**src/rtl/multicycle_control.sv**
```systemverilog
// Control unit for a multi-cycle MIPS-style datapath: a 12-state Moore FSM with
// mem_ready qualification on memory states, plus a retired-instruction counter.
module multicycle_control (
    input  logic        clk,
    input  logic        reset_n,
    input  logic [5:0]  opcode,
    input  logic        mem_ready,
    output logic        pcwrite,
    output logic        pcwritecond_eq,
    output logic        pcwritecond_ne,
    output logic        iord,
    output logic        memread,
    output logic        memwrite,
    output logic        memtoreg,
    output logic        irwrite,
    output logic        regdst,
    output logic        regwrite,
    output logic        alusrca,
    output logic        illegal_op,
    output logic [1:0]  pcsource,
    output logic [1:0]  alusrcb,
    output logic [1:0]  aluop,
    output logic [3:0]  state,
    output logic [31:0] instr_count
);

    typedef enum logic [3:0] {
        S_FETCH  = 4'd0,
        S_DECODE = 4'd1,
        S_MEMADR = 4'd2,
        S_MEMRD  = 4'd3,
        S_MEMWB  = 4'd4,
        S_MEMWR  = 4'd5,
        S_EXEC   = 4'd6,
        S_RWB    = 4'd7,
        S_BRANCH = 4'd8,
        S_JUMP   = 4'd9,
        S_IEXEC  = 4'd10,
        S_IWB    = 4'd11
    } state_e;

    localparam logic [5:0] OP_RTYPE = 6'b000000;
    localparam logic [5:0] OP_LW    = 6'b100011;
    localparam logic [5:0] OP_SW    = 6'b101011;
    localparam logic [5:0] OP_BEQ   = 6'b000100;
    localparam logic [5:0] OP_BNE   = 6'b000101;
    localparam logic [5:0] OP_J     = 6'b000010;
    localparam logic [5:0] OP_ADDI  = 6'b001000;
    localparam logic [5:0] OP_ANDI  = 6'b001100;

    state_e      state_q, state_d;
    logic [31:0] instr_count_q, instr_count_d;
    logic        retire;

    // NOTE: sequential state uses non-blocking assignments so every register
    // samples the pre-edge values regardless of process ordering.
    always_ff @(posedge clk or negedge reset_n) begin
        if (!reset_n) begin
            state_q       <= S_FETCH;
            instr_count_q <= '0;
        end else begin
            state_q       <= state_d;
            instr_count_q <= instr_count_d;
        end
    end

    // NOTE: state_d is defaulted before the case so no path leaves it unassigned,
    // which would otherwise infer a latch.
    always_comb begin
        state_d = state_q;
        unique case (state_q)
            S_FETCH:  if (mem_ready) state_d = S_DECODE;
            S_DECODE: begin
                case (opcode)
                    OP_RTYPE:        state_d = S_EXEC;
                    OP_LW, OP_SW:    state_d = S_MEMADR;
                    OP_BEQ, OP_BNE:  state_d = S_BRANCH;
                    OP_J:            state_d = S_JUMP;
                    OP_ADDI, OP_ANDI: state_d = S_IEXEC;
                    default:         state_d = S_FETCH;
                endcase
            end
            S_MEMADR: state_d = (opcode == OP_LW) ? S_MEMRD : S_MEMWR;
            S_MEMRD:  if (mem_ready) state_d = S_MEMWB;
            S_MEMWB:  state_d = S_FETCH;
            S_MEMWR:  if (mem_ready) state_d = S_FETCH;
            S_EXEC:   state_d = S_RWB;
            S_RWB:    state_d = S_FETCH;
            S_BRANCH: state_d = S_FETCH;
            S_JUMP:   state_d = S_FETCH;
            S_IEXEC:  state_d = S_IWB;
            S_IWB:    state_d = S_FETCH;
            default:  state_d = S_FETCH;
        endcase
    end

    // Gated by reset_n so outputs drop the instant reset asserts, not at the next edge.
    always_comb begin
        pcwrite        = 1'b0;
        pcwritecond_eq = 1'b0;
        pcwritecond_ne = 1'b0;
        iord           = 1'b0;
        memread        = 1'b0;
        memwrite       = 1'b0;
        memtoreg       = 1'b0;
        irwrite        = 1'b0;
        regdst         = 1'b0;
        regwrite       = 1'b0;
        alusrca        = 1'b0;
        illegal_op     = 1'b0;
        pcsource       = 2'b00;
        alusrcb        = 2'b00;
        aluop          = 2'b00;
        if (reset_n) begin
            unique case (state_q)
                S_FETCH: begin
                    memread = 1'b1;
                    alusrcb = 2'b01;
                    irwrite = mem_ready;
                    pcwrite = mem_ready;
                end
                S_DECODE: begin
                    alusrcb = 2'b11;
                    case (opcode)
                        OP_RTYPE, OP_LW, OP_SW, OP_BEQ, OP_BNE,
                        OP_J, OP_ADDI, OP_ANDI: illegal_op = 1'b0;
                        default:                illegal_op = 1'b1;
                    endcase
                end
                S_MEMADR: begin
                    alusrca = 1'b1;
                    alusrcb = 2'b10;
                end
                S_MEMRD: begin
                    memread = 1'b1;
                    iord    = 1'b1;
                end
                S_MEMWB: begin
                    memtoreg = 1'b1;
                    regwrite = 1'b1;
                end
                S_MEMWR: begin
                    memwrite = 1'b1;
                    iord     = 1'b1;
                end
                S_EXEC: begin
                    alusrca = 1'b1;
                    aluop   = 2'b10;
                end
                S_RWB: begin
                    regdst   = 1'b1;
                    regwrite = 1'b1;
                end
                S_BRANCH: begin
                    alusrca        = 1'b1;
                    aluop          = 2'b01;
                    pcsource       = 2'b01;
                    pcwritecond_eq = (opcode == OP_BEQ);
                    pcwritecond_ne = (opcode == OP_BNE);
                end
                S_JUMP: begin
                    pcwrite  = 1'b1;
                    pcsource = 2'b10;
                end
                S_IEXEC: begin
                    alusrca = 1'b1;
                    alusrcb = 2'b10;
                    aluop   = (opcode == OP_ANDI) ? 2'b11 : 2'b00;
                end
                S_IWB: regwrite = 1'b1;
                default: ;
            endcase
        end
    end

    // An instruction retires in its final state; MEMWR only once memory completes.
    always_comb begin
        retire = 1'b0;
        unique case (state_q)
            S_MEMWB, S_RWB, S_BRANCH, S_JUMP, S_IWB: retire = 1'b1;
            S_MEMWR:                                 retire = mem_ready;
            default:                                 retire = 1'b0;
        endcase
        instr_count_d = instr_count_q + {31'd0, retire};
    end

    assign state       = state_q;
    assign instr_count = instr_count_q;

endmodule

```
**config.mk**
```make
export PLATFORM = sky130hd
export DESIGN_NAME = multicycle_control
export DESIGN_NICKNAME = d
export VERILOG_FILES = /design/src/rtl/multicycle_control.sv
export SDC_FILE = /design/constraint.sdc
export NUM_CORES = 1
export LEC_CHECK = 0
export BUFFER_PORTS_ARGS = -buffer_cell sky130_fd_sc_hd__buf_2
export CAP_MARGIN = 40
export CORE_AREA = 3 3 121 65
export CTS_BUF_LIST = sky130_fd_sc_hd__clkbuf_16
export DETAILED_ROUTE_END_ITERATION = 16
export DIE_AREA = 0 0 124 68
export PLACE_DENSITY = 0.53
export SETUP_SLACK_MARGIN = 0.2
export SLEW_MARGIN = 10
export SYNTH_ARGS = -nofsm -noshare
export SYNTH_HDL_FRONTEND = slang
export SYNTH_SLANG_ARGS = --single-unit
```
**constraint.sdc**
```tcl
create_clock -name clk -period 2.5 [get_ports clk]
set_input_delay 0.125 -clock clk [delete_from_list [all_inputs] [get_ports clk]]
set_output_delay 0.125 -clock clk [all_outputs]
set_load 0.05 [all_outputs]
```
# Yosys cells after proc, flatten, opt, wreduce, memory -nomap -nowiden
# Index checks and enable logic that the tools add are counted.
[word_totals]
ff_bits = 36
out_inout_bits = 54
wordCells = 76
[classes]
add_sub_neg = 1
eq_ne = 21
muxes = 39
n_reduce_logical = 13
[op_table]
columns = ["cell", "count"]
rows = [
  ["32-bit by 1-bit adder with 32-bit output", 1],
  ["4-bit one-hot mux with 7 select lines", 1],
  ["1-bit 2-to-1 mux", 24],
  ["4-bit one-hot mux with 5 select lines", 1],
  ["4-bit by 3-bit == test with 1-bit output, second input constant", 4],
  ["4-bit == test, second input constant", 4],
  ["6-bit by 3-bit == test with 1-bit output, second input constant", 2],
  ["6-bit by 4-bit == test with 1-bit output, second input constant", 2],
  ["6-bit == test, second input constant", 2],
  ["4-bit 2-to-1 mux", 3],
  ["2-bit one-hot mux with 3 select lines", 2],
  ["2-bit OR reduction", 6],
  ["4-bit by 2-bit == test with 1-bit output, second input constant", 2],
  ["2-bit 2-to-1 mux", 4],
  ["8-bit OR reduction", 1],
  ["6-bit by 2-bit == test with 1-bit output, second input constant", 1],
  ["6-bit logical NOT", 1],
  ["2-bit != test, second input constant", 3],
  ["5-bit OR reduction", 1],
  ["4-bit by 1-bit == test with 1-bit output, second input constant", 1],
  ["4-bit logical NOT", 1],
  ["1-bit one-hot mux with 2 select lines", 2],
  ["2-bit one-hot mux with 2 select lines", 1],
  ["4-bit OR reduction", 1],
  ["other kinds (3)", 3],
]

# Longest topological paths before layout
# Gate-level depths: netlist of the first run.
[depth]
depth_word = 5
depth_mapped = 12
depth_no_buf = 10

# Worst setup path after synthesis of the first run
# No wires, ideal clock.
[synth_path]
kind = "flip-flop to output port"
startpoint = "reg state_q[0], in the netlist state[0]"
endpoint = "out illegal_op"
arrival_ps = 3627
slack_ps = -1252
path_stages_with_launch = 5
n_path_buf = 1
path_cell_list = "dfrtp_1 > buf_2 > and2b_1 > nand2_1 > a2111oi_0"
[synth_via]
elab_chain_len = 3
[synth_rtl]
columns = ["item", "line", "source"]
rows = [
  ["from (decl)", "51", "state_e state_q, state_d;"],
  ["from (signal assigned)", "62", "state_q <= state_d;"],
  ["4-bit by 1-bit == test with 1-bit output", "115", "unique case (state_q)"],
  ["1-bit 2-to-1 mux", "115", ""],
  ["1-bit 2-to-1 mux", "114", "if (reset_n) begin"],
  ["to (decl)", "19", "output logic illegal_op,"],
]
# Every way passes these cells.

# Worst setup path after layout of the first run
[layout_path]
startpoint = "reg state_q[0], in the netlist state[0]"
endpoint = "reg instr_count_q[16], in the netlist instr_count[16]"
[layout_via]
elab_chain_len = 4
elab_cells_between_ends = 9
cone_classes = "add/sub (1); eq/ne (6); mux (1); reduce/logical (1)"
[layout_rtl]
columns = ["item", "line", "source"]
rows = [
  ["4-bit == test / 4-bit by 3-bit == test with 1-bit output (equally long branches)", "179", "unique case (state_q)"],
  ["5-bit OR reduction", "179", ""],
  ["1-bit one-hot mux with 2 select lines (*)", "179", ""],
  ["32-bit by 1-bit adder with 32-bit output (*)", "184", "instr_count_d = instr_count_q + {31'd0, retire};"],
  ["named net instr_count_d[16]", "52", "logic [31:0] instr_count_q, instr_count_d;"],
  ["to (signal assigned)", "63", "instr_count_q <= instr_count_d;"],
  ["to (decl)", "52", ""],
]
# The timed path passes the listed nets; every way through them passes the cells marked *.
# A chain may end at the register's enable or synchronous reset.

==> results by group, run 1 <==
Critical path
  • Cell chain of the critical path: and2b_2, nand2_2, nand2b_1, a21oi_2, ha_2, ha_4, and4_1, nor3b_4, nand4_1, xnor2_1
  • Startpoint type of the worst setup path: register
  • Type of the setup path with the least slack: register to register
  • Critical path arrival: 2.34 ns
  • Kind of end point of the critical path: register
  • Data required time at the worst endpoint: 2.66 ns
  • Max stage delay cell, worst path: sky130_fd_sc_hd__dfrtp_2
  • Max Fanout on Critical Path: 5
  • Worst path max stage delay: 0.43 ns

Synthesis
  • Syn. warnings: 0
  • Area share of the leading cell type in the synthesized netlist: 44.4%
  • Count of flip-flops with a built-in enable after synthesis: 0
  • Top cells by area in the synthesized netlist: sky130_fd_sc_hd__dfrtp_1 44%, sky130_fd_sc_hd__xnor2_1 12%, sky130_fd_sc_hd__nand3_1 3.9%
  • Dominant synthesized flop cell: sky130_fd_sc_hd__dfrtp_1
  • Cell area after synthesis: 2030 um^2
  • Synthesized netlist cell count: 211
  • Count of unique library cells instantiated by Yosys: 44
  • Most area-hungry cell type in the Yosys netlist: sky130_fd_sc_hd__dfrtp_1
  • Leading cell types by count after synthesis: 36 x sky130_fd_sc_hd__dfrtp_1, 27 x sky130_fd_sc_hd__xnor2_1, 18 x sky130_fd_sc_hd__nand2_1
  • Number of synthesized register bits: 36
  • Synthesized area per cell: 9.61 um^2
  • Sequential-to-total area share from yosys stat: 44.4%
  • Share of flip-flops with an asynchronous set or reset: 100%
  • Net count of the mapped netlist: 222
  • Most repeated cell in the gate-level netlist after synthesis: sky130_fd_sc_hd__dfrtp_1

CTS
  • CTS max path bufs: 2
  • Source-to-sink clock delay at the later pin of the worst-skew pair: 0.28 ns
  • H-tree depth reported by CTS: 2
  • Clock-pin slew on the worst setup and hold paths: 0.06 ns
  • TritonCTS clock tree: yes
  • CTS Root Cell: sky130_fd_sc_hd__clkbuf_16
  • Number of clock buffers inserted by TritonCTS: 5
  • Clock net sink count: 36

Layout
  • Total number of nets in the final design: 304
  • Post-route standard cell area excluding fillers: 2830 um^2
  • Antenna diodes: 0
  • Layout cells sized above 1: 38.1%
  • Filler instances: 700
  • Area delta synth->final: 39.7%

Global route
  • Total global routing overflow: 0
  • Initial antenna violation count: 0
  • Pin count of the biggest net entering global routing: 42
  • Global-route wire length before repair: 8450 um
  • Gr usage total: 12.7%
  • Vias in the first global route: 1,770

Die
  • DIE HEIGHT: 68 um
  • Starting density of the core: 30.2%
  • Area of the core: 6730 um^2
  • Die area: 8430 um^2
  • Boundary Pins: 63
  • Row count: 21
  • Horiz. Die Dim: 124 um

Detailed routing
  • First-pass DRT Iterations: 4
  • Antenna viol nets, final: 0
  • Remaining DRCs: 0
  • Total Wirelength: 5160 um
  • Wire per inst: 13.4 um
  • Vias: 1,864
  • Detail-routed via count per cell: 4.83
  • Initial detailed-routing violation count: 55

Pwr
  • Largest voltage drop on the vdd net: 0.000217 V
  • Leakage: 1.37 nW
  • Power Dens Cells: 624 nW/um^2

STA
  • Maximum clock frequency: 459 MHz
  • Slew at the pin with the worst max-slew slack: 0.717 ns
  • Normalized max-slew margin: 51.9%
  • Final worst path period share: 87.2%
  • Max-slew violation count: 0
  • Crit path time final: 2.18 ns
  • Setup violation total in the final timing report: 0
  • Count of final hold-check violations: 0
  • Clk_skew: 0.00352 ns
  • Post-Route Setup TNS: 0 ns
  • RSZ-0062 raised after global routing: yes

Placement
  • Instance area at placement: 2560 um^2
  • Number of I/O port buffers: 62
  • Final HPWL from detailed placement: 3840 um
  • RePlAce Congestion: 0.850

Job
  • Number of max-capacitance violations reported: 0

Worst hold path
  • Worst min-delay path category: input port to register

Status
  • Run status: finished, final reports clean
## area by class of cell
cell class	instances	area [um^2]	area share [%]
Sequential cell	36	906	32.0
Timing Repair Buffer	84	478	16.9
Tap cell	92	115	4.06
Clock buffer	5	125	4.42
Clock inverter	3	42.5	1.50
Inverter	5	18.8	0.663
Multi-Input combinational cell	161	1150	40.5
## sequential cells by signal, summed over array words and instances (netlist names)
| signal | count |
|---|---|
| state | 4 |
| instr_count | 32 |
## worst paths after layout
path | startpoint | depth (start not counted) | slack [ns] | end
min | opcode[4] | 4 | 0.22 | state[3]
max | state[0] | 10 | 0.32 | instr_count[16]
max reg2reg | state[0] | 10 | 0.32 | instr_count[16]
min reg2reg | instr_count[31] | 1 | 0.48 | instr_count[31]
min in group asynchronous | reset_n | 3 | 0.49 | state[1]
max in group asynchronous | reset_n | 3 | 1.64 | state[2]
## per-layer routing
| metal | share of wire, % | global-route usage [%] | wire (um) | vias up |
|---|---|---|---|---|
| li1 | - | - | - | 924 |
| met1 | 46 | 16.3 | 2360 | 889 |
| met2 | 48 | 21.7 | 2500 | 44 |
| met3 | 4.4 | 2.23 | 226 | 7 |
| met4 | 1.5 | 4.91 | 78 | 0 |
| met5 | 0 | 0 | 0 | - |
## worst max-delay path, delay by kind of cell (launching register included)
kind | cells | cell delay [ns]
and+or+nand+nor | 6 | 0.98
xor gates and xnor gates | 1 | 0.14
AOI/OAI and AO/OA | 1 | 0.14
DFF | 1 | 0.43
adders and majority gates | 2 | 0.36
## logic make-up after synthesis
| logic type | count (synthesis) | synth area share (%) |
|---|---|---|
| buf+inv | 14 | 3.15 |
| flops | 36 | 44.4 |
| fa+ha+maj | 2 | 1.23 |
| compound gates | 25 | 8.27 |
| simple gates | 102 | 29.1 |
| xor+xnor | 31 | 13.4 |
| mux | 1 | 0.494 |
## cell usage in the layout, fill, tap and decap left out, types with 3 or more instances in the layout
master	Yosys	layout
sky130_fd_sc_hd__nor2_1	8	8
sky130_fd_sc_hd__o21ai_0	5	5
sky130_fd_sc_hd__a211oi_1	3	3
sky130_fd_sc_hd__and3_1	5	5
sky130_fd_sc_hd__dfrtp_2	0	4
sky130_fd_sc_hd__nand4b_1	3	3
sky130_fd_sc_hd__buf_4	0	21
sky130_fd_sc_hd__dfrtp_1	36	32
sky130_fd_sc_hd__xnor2_1	27	27
sky130_fd_sc_hd__xor2_1	4	4
sky130_fd_sc_hd__nand2b_1	12	12
sky130_fd_sc_hd__nand3_1	16	16
sky130_fd_sc_hd__nor3_1	10	8
sky130_fd_sc_hd__nor4_1	4	3
sky130_fd_sc_hd__inv_1	5	5
sky130_fd_sc_hd__nand2_1	18	17
sky130_fd_sc_hd__buf_2	3	62
sky130_fd_sc_hd__a21oi_1	7	6
sky130_fd_sc_hd__and2_1	3	3
sky130_fd_sc_hd__clkbuf_16	0	5
sky130_fd_sc_hd__and4_1	4	4
sky130_fd_sc_hd__nand4_1	8	8
## metrics by stage
stage	power [W]	hold WS, ns	setup slack [ns]	cells	utilization (%)
floorplan	0.000943	-0.171	0.0346	211	-
global placement	0.00104	0.259	0.273	365	38.0
detailed placement	0.00105	0.263	0.198	365	38.0
CTS	0.00177	0.205	0.210	375	40.8
global route	0.00185	0.220	0.165	386	42.1
finish	0.00177	0.216	0.320	386	42.1
## power by group
part,internal [W],switching [W],total [W]
Clock,0.000468,0.000233,0.000701
Sequential,0.000620,0.0000463,0.000667
Combinational,0.000114,0.000287,0.000401
Total,0.00120,0.000566,0.00177
## timing repair
action,4_1_cts,5_1_grt
setup endpoints to repair,1,25
hold buffers,1,0
resized for setup,0,3
pin swaps,0,4
hold endpoints to repair,36,0
setup buffers,1,11
(Power assumes the default switching activity.)
==> run 2, diff against run 1 <==
RECOVER_POWER = 50   (was not set)
==> run 2 against run 1 <==
Wire length is 0.39% higher. Via count is 0.59% higher. Sequential power hardly changed. Critical endpoint is now pcwritecond_ne. Largest power group unchanged.
==> results by group, run 2 (same netlist as run 1, synthesis figures left out) <==
CTS
  • Clock-pin slew on the worst setup and hold paths: 0.06 ns
  • CTS max path bufs: 2
  • TritonCTS clock tree: yes
  • Number of clock buffers inserted by TritonCTS: 5
  • CTS Root Cell: sky130_fd_sc_hd__clkbuf_16
  • Source-to-sink clock delay at the later pin of the worst-skew pair: 0.28 ns
  • Clock net sink count: 36
  • H-tree depth reported by CTS: 2

STA
  • Slew at the pin with the worst max-slew slack: 0.714 ns
  • Final worst path period share: 87.2%
  • Max-slew violation count: 0
  • Post-Route Setup TNS: 0 ns
  • Maximum clock frequency: 459 MHz
  • RSZ-0062 raised after global routing: yes
  • Clk_skew: 0.00375 ns
  • Count of final hold-check violations: 0
  • Crit path time final: 2.18 ns
  • Setup violation total in the final timing report: 0
  • Normalized max-slew margin: 52.0%
  • Post-route worst setup slack: 0.319 ns

Critical path
  • Cell chain of the critical path: buf_4, nand2b_1, nor3_4, nand3_1, nor3b_4, buf_2
  • Max stage delay cell, worst path: sky130_fd_sc_hd__dfrtp_2
  • Critical path startpoint: state[0]
  • Max Fanout on Critical Path: 5
  • FF-to-FF setup slack: 0.32 ns
  • Worst setup path end: pcwritecond_ne
  • Startpoint type of the worst setup path: register
  • Worst R2R Path Depth: 10
  • Capturing point of the worst reg2reg path: instr_count[16]
  • Worst path max stage delay: 0.43 ns
  • Data required time at the worst endpoint: 2.38 ns
  • Type of the setup path with the least slack: register to primary output
  • Startpoint of the worst-slack reg-to-reg timing path: state[0]
  • Kind of end point of the critical path: primary output
  • Critical path arrival: 2.06 ns

Layout
  • Area delta synth->final: 37.9%
  • Layout cells sized above 1: 28.6%
  • Total number of nets in the final design: 304
  • Commonest non-fill, non-tap cells in the layout: 34 x sky130_fd_sc_hd__buf_2, 32 x sky130_fd_sc_hd__dfrtp_1, 28 x sky130_fd_sc_hd__clkbuf_1
  • Flip-flop count of the largest register after layout: 32
  • Antenna diodes: 0
  • Commonest non-fill, non-tap cell in the layout: sky130_fd_sc_hd__buf_2
  • Final core utilization: 41.6%

Die
  • Boundary Pins: 63
  • DIE HEIGHT: 68 um
  • Area of the core: 6730 um^2
  • Starting density of the core: 30.2%
  • Row count: 21
  • Horiz. Die Dim: 124 um
  • Die area: 8430 um^2

Pwr
  • Largest voltage drop on the vdd net: 0.000216 V
  • Leakage: 1.25 nW
  • Power Dens Cells: 630 nW/um^2

Global route
  • Total global routing overflow: 0
  • Pin count of the biggest net entering global routing: 42
  • Vias in the first global route: 1,770
  • Global-route wire length before repair: 8450 um
  • Initial antenna violation count: 0
  • Gr usage total: 12.7%

Job
  • Number of max-capacitance violations reported: 0

Detailed routing
  • Detail-routed via count per cell: 4.86
  • Initial detailed-routing violation count: 52
  • Antenna viol nets, final: 0
  • Vias: 1,875
  • Wire per inst: 13.4 um
  • First-pass DRT Iterations: 4
  • Remaining DRCs: 0
  • Total Wirelength: 5180 um

Status
  • Run status: finished, final reports clean

Worst hold path
  • Worst min-delay path category: input port to register

Placement
  • Worst slack at placement: 0.198 ns
  • RePlAce Congestion: 0.850
  • Final HPWL from detailed placement: 3840 um
  • Number of I/O port buffers: 62
==> run 2: cell count changes in the layout (fill, tap and decap cells not counted) <==
| cell | before | now |
|---|---|---|
| sky130_fd_sc_hd__buf_2 | 62 | 34 |
| sky130_fd_sc_hd__clkbuf_1 | 0 | 28 |
==> run 2: worst max-delay path, delay by kind of cell, from the launching register on <==
kind / cells / cell delay [ns]
and+or+nand+nor: 4 / 0.92
buffers and inverters: 2 / 0.43
DFF: 1 / 0.43
==> run 2: cell type report <==
cell class,instances,area (um^2)
clock buffers,5,125
fillers,714,3930
well taps,92,115
inverters,5,18.8
repair buffers,84,443
clock inverters,3,42.5
multi-input cells,161,1150
flip-flops and latches,36,906
==> run 2: what timing repair did <==
action,CTS,global route
endpoints found under the setup margin,1,25
endpoints found under the hold margin,36,0
pin swaps,0,4
buffers inserted,1,11
hold buffers,1,0
gates resized for setup,0,3
==> run 2: worst min-delay path by stage <==
stage,cells after the start,startpoint,end
CTS,4,opcode[4],state[3]
global route,4,opcode[4],state[3]
floorplan,0,reset_n,instr_count[0]
global placement,2,reset_n,state[0]
detailed placement,2,reset_n,state[1]
finish,4,opcode[4],state[3]
==> run 2: per-layer routing <==
| layer | up-vias | global-route usage (%) | wire (um) |
|---|---|---|---|
| li1 | 925 | - | - |
| met1 | 899 | 16.3 | 2380 |
| met2 | 44 | 21.7 | 2500 |
| met3 | 7 | 2.23 | 226 |
| met4 | 0 | 4.91 | 78 |
| met5 | - | 0 | 0 |
==> run 2: power by group <==
group	leakage [nW]	internal (W)	total (W)	switching, W
clock	0.0798	0.000468	0.000700	0.000233
sequential	0.483	0.000620	0.000667	0.0000469
combinational	0.688	0.000107	0.000394	0.000287
==> run 2: through the flow <==
step / std cells / hold WS [ns] / cell area (um^2) / power (W)
3_3_place_gp: 365 / 0.259 / 2560 / 0.00104
4_1_cts: 375 / 0.205 / 2740 / 0.00177
5_1_grt: 386 / 0.220 / 2800 / 0.00184
3_5_place_dp: 365 / 0.263 / 2560 / 0.00105
6_report: 386 / 0.209 / 2800 / 0.00176
2_1_floorplan: 211 / -0.171 / 2120 / 0.000943
==> run 3, diff against run 2 <==
CELL_PAD_IN_SITES_DETAIL_PLACEMENT = 0   (was not set)
CELL_PAD_IN_SITES_GLOBAL_PLACEMENT = 1   (was not set)
PLACE_DENSITY = 0.67   (was 0.53)
==> run 3 against run 2 <==
Flip-flop and latch count stayed put. Fmax is 0.14% lower. Global-route usage is 0.72 points higher. Wire length is 1.3% higher. Utilization is 0.76 points lower. Register-to-register slack hardly changed. Clock power is 1% lower. Critical endpoint is now instr_count[16]. Largest cell class unchanged. Highest routed layer unchanged.
==> results by group, run 3 (same netlist as run 1, synthesis figures left out) <==
STA
  • Clk_skew: 0.00430 ns
  • Maximum clock frequency: 458 MHz
  • Max-slew violation count: 0
  • RSZ-0062 raised after global routing: yes
  • Final worst path period share: 87.4%
  • Setup violation total in the final timing report: 0
  • Post-Route Setup TNS: 0 ns
  • Final hold slack: 0.226 ns
  • Crit path time final: 2.18 ns
  • Count of final hold-check violations: 0
  • Slew at the pin with the worst max-slew slack: 0.616 ns
  • Normalized max-slew margin: 59.1%

Die
  • Boundary Pins: 63
  • Area of the core: 6730 um^2
  • Die area: 8430 um^2
  • DIE HEIGHT: 68 um
  • Starting density of the core: 30.2%
  • Row count: 21
  • Horiz. Die Dim: 124 um

Critical path
  • Kind of end point of the critical path: register
  • Number of buffer and inverter stages on the critical path: 0
  • Worst path max stage delay: 0.41 ns
  • Delay-heaviest family, CP: simple AND/OR/NAND/NOR gates
  • Cell chain of the critical path: and2b_2, nand2_2, nand2b_1, a21oi_2, ha_2, ha_4, and4_1, nor3b_4, nand4_1, xnor2_1
  • Data required time at the worst endpoint: 2.66 ns
  • Type of the setup path with the least slack: register to register
  • Critical path arrival: 2.34 ns
  • Max Fanout on Critical Path: 5
  • Max stage delay cell, worst path: sky130_fd_sc_hd__dfrtp_2
  • Startpoint type of the worst setup path: register

Global route
  • Vias in the first global route: 1,809
  • Global-route wire length before repair: 9000 um
  • Total global routing overflow: 0
  • Gr usage total: 13.4%
  • Pin count of the biggest net entering global routing: 42
  • Initial antenna violation count: 0

Pwr
  • Leakage: 1.22 nW
  • Largest voltage drop on the vdd net: 0.000292 V
  • Power Dens Cells: 634 nW/um^2

Layout
  • Commonest non-fill, non-tap cell in the layout: sky130_fd_sc_hd__buf_2
  • Filler instances: 710
  • Area delta synth->final: 35.4%
  • Footprint of the multi-input gates: 1150 um^2
  • Layout cells sized above 1: 26.5%
  • Flip-flop count of the largest register after layout: 32
  • Area taken by flip-flops and latches: 906 um^2
  • Final core utilization: 40.8%
  • Antenna diodes: 0
  • Commonest non-fill, non-tap cells in the layout: 34 x sky130_fd_sc_hd__buf_2, 32 x sky130_fd_sc_hd__dfrtp_1, 28 x sky130_fd_sc_hd__clkbuf_1
  • Total number of nets in the final design: 297

Placement
  • Final HPWL from detailed placement: 3930 um
  • RePlAce Congestion: 0.824
  • Number of I/O port buffers: 62

CTS
  • Number of clock buffers inserted by TritonCTS: 5
  • H-tree depth reported by CTS: 2
  • Clock net sink count: 36
  • Clock-pin slew on the worst setup and hold paths: 0.05 ns
  • TritonCTS clock tree: yes
  • CTS Root Cell: sky130_fd_sc_hd__clkbuf_16
  • CTS max path bufs: 2
  • Source-to-sink clock delay at the later pin of the worst-skew pair: 0.27 ns

Detailed routing
  • Remaining DRCs: 0
  • Vias: 1,829
  • Total Wirelength: 5250 um
  • First-pass DRT Iterations: 4
  • Initial detailed-routing violation count: 61
  • Wire per inst: 13.9 um
  • Detail-routed via count per cell: 4.83
  • Antenna viol nets, final: 0

Status
  • Run status: finished, final reports clean

Job
  • Number of max-capacitance violations reported: 0

Worst hold path
  • Worst min-delay path category: input port to register
-- run 3: repair_timing --
action                                 4_1_cts  5_1_grt
setup endpoints to repair                    0       17
resized for setup                            0        4
hold buffers                                 1        0
endpoints found under the hold margin       36        0
buffers inserted                             0        5
-- run 3: path summary, 6_finish.rpt --
check | start | slack [ns] | endpoint | depth (start not counted)
worst min-delay path | opcode[4] | 0.23 | state[3] | 4
worst min register to register | instr_count[31] | 0.47 | instr_count[31] | 1
min in group asynchronous | reset_n | 0.52 | state[0] | 3
worst max-delay path | state[1] | 0.32 | instr_count[16] | 10
worst max register to register | state[1] | 0.32 | instr_count[16] | 10
max in group asynchronous | reset_n | 1.60 | state[2] | 3
-- run 3: through the flow --
step | setup WS, ns | cell area [um^2] | instances | total power, W
final | 0.316 | 2750 | 379 | 0.00174
after CTS | 0.266 | 2730 | 374 | 0.00176
after floorplan | 0.0346 | 2120 | 211 | 0.000943
after global routing | 0.190 | 2750 | 379 | 0.00183
after global placement | 0.346 | 2560 | 365 | 0.00105
after detailed placement | 0.271 | 2560 | 365 | 0.00105
-- run 3: report_power, final --
group / internal, W / switching, W / total, W / leakage (nW)
Sequential: 0.000620 / 0.0000456 / 0.000666 / 0.483
Clock: 0.000464 / 0.000229 / 0.000693 / 0.0850
Combinational: 0.0000970 / 0.000286 / 0.000383 / 0.652
Total: 0.00118 / 0.000560 / 0.00174 / 1.22
-- run 3: worst reg2reg max path: stages (launching register included) --
cell	delay (ns)
sky130_fd_sc_hd__dfrtp_2	0.41
sky130_fd_sc_hd__and2b_2	0.26
sky130_fd_sc_hd__nand2_2	0.08
sky130_fd_sc_hd__nand2b_1	0.07
sky130_fd_sc_hd__a21oi_2	0.13
sky130_fd_sc_hd__ha_2	0.23
sky130_fd_sc_hd__ha_4	0.15
sky130_fd_sc_hd__and4_1	0.21
sky130_fd_sc_hd__nor3b_4	0.26
sky130_fd_sc_hd__nand4_1	0.13
sky130_fd_sc_hd__xnor2_1	0.14
-- run 3: layout make-up --
cell class	count	area share, %
Multi-Input combinational cell	161	42.0
Tap cell	92	4.19
Clock buffer	5	4.56
Sequential cell	36	33.0
Clock inverter	3	1.41
Inverter	5	0.683
Timing Repair Buffer	77	14.2
-- run 3: layer usage --
metal	vias to the layer above	track usage [%]	share of wire (%)	routed length [um]
met3	5	3.63	4.2	223
met4	0	3.41	0.88	46
met1	889	17.3	47	2460
met5	-	0	0	0
li1	899	-	-	-
met2	36	22.7	48	2520
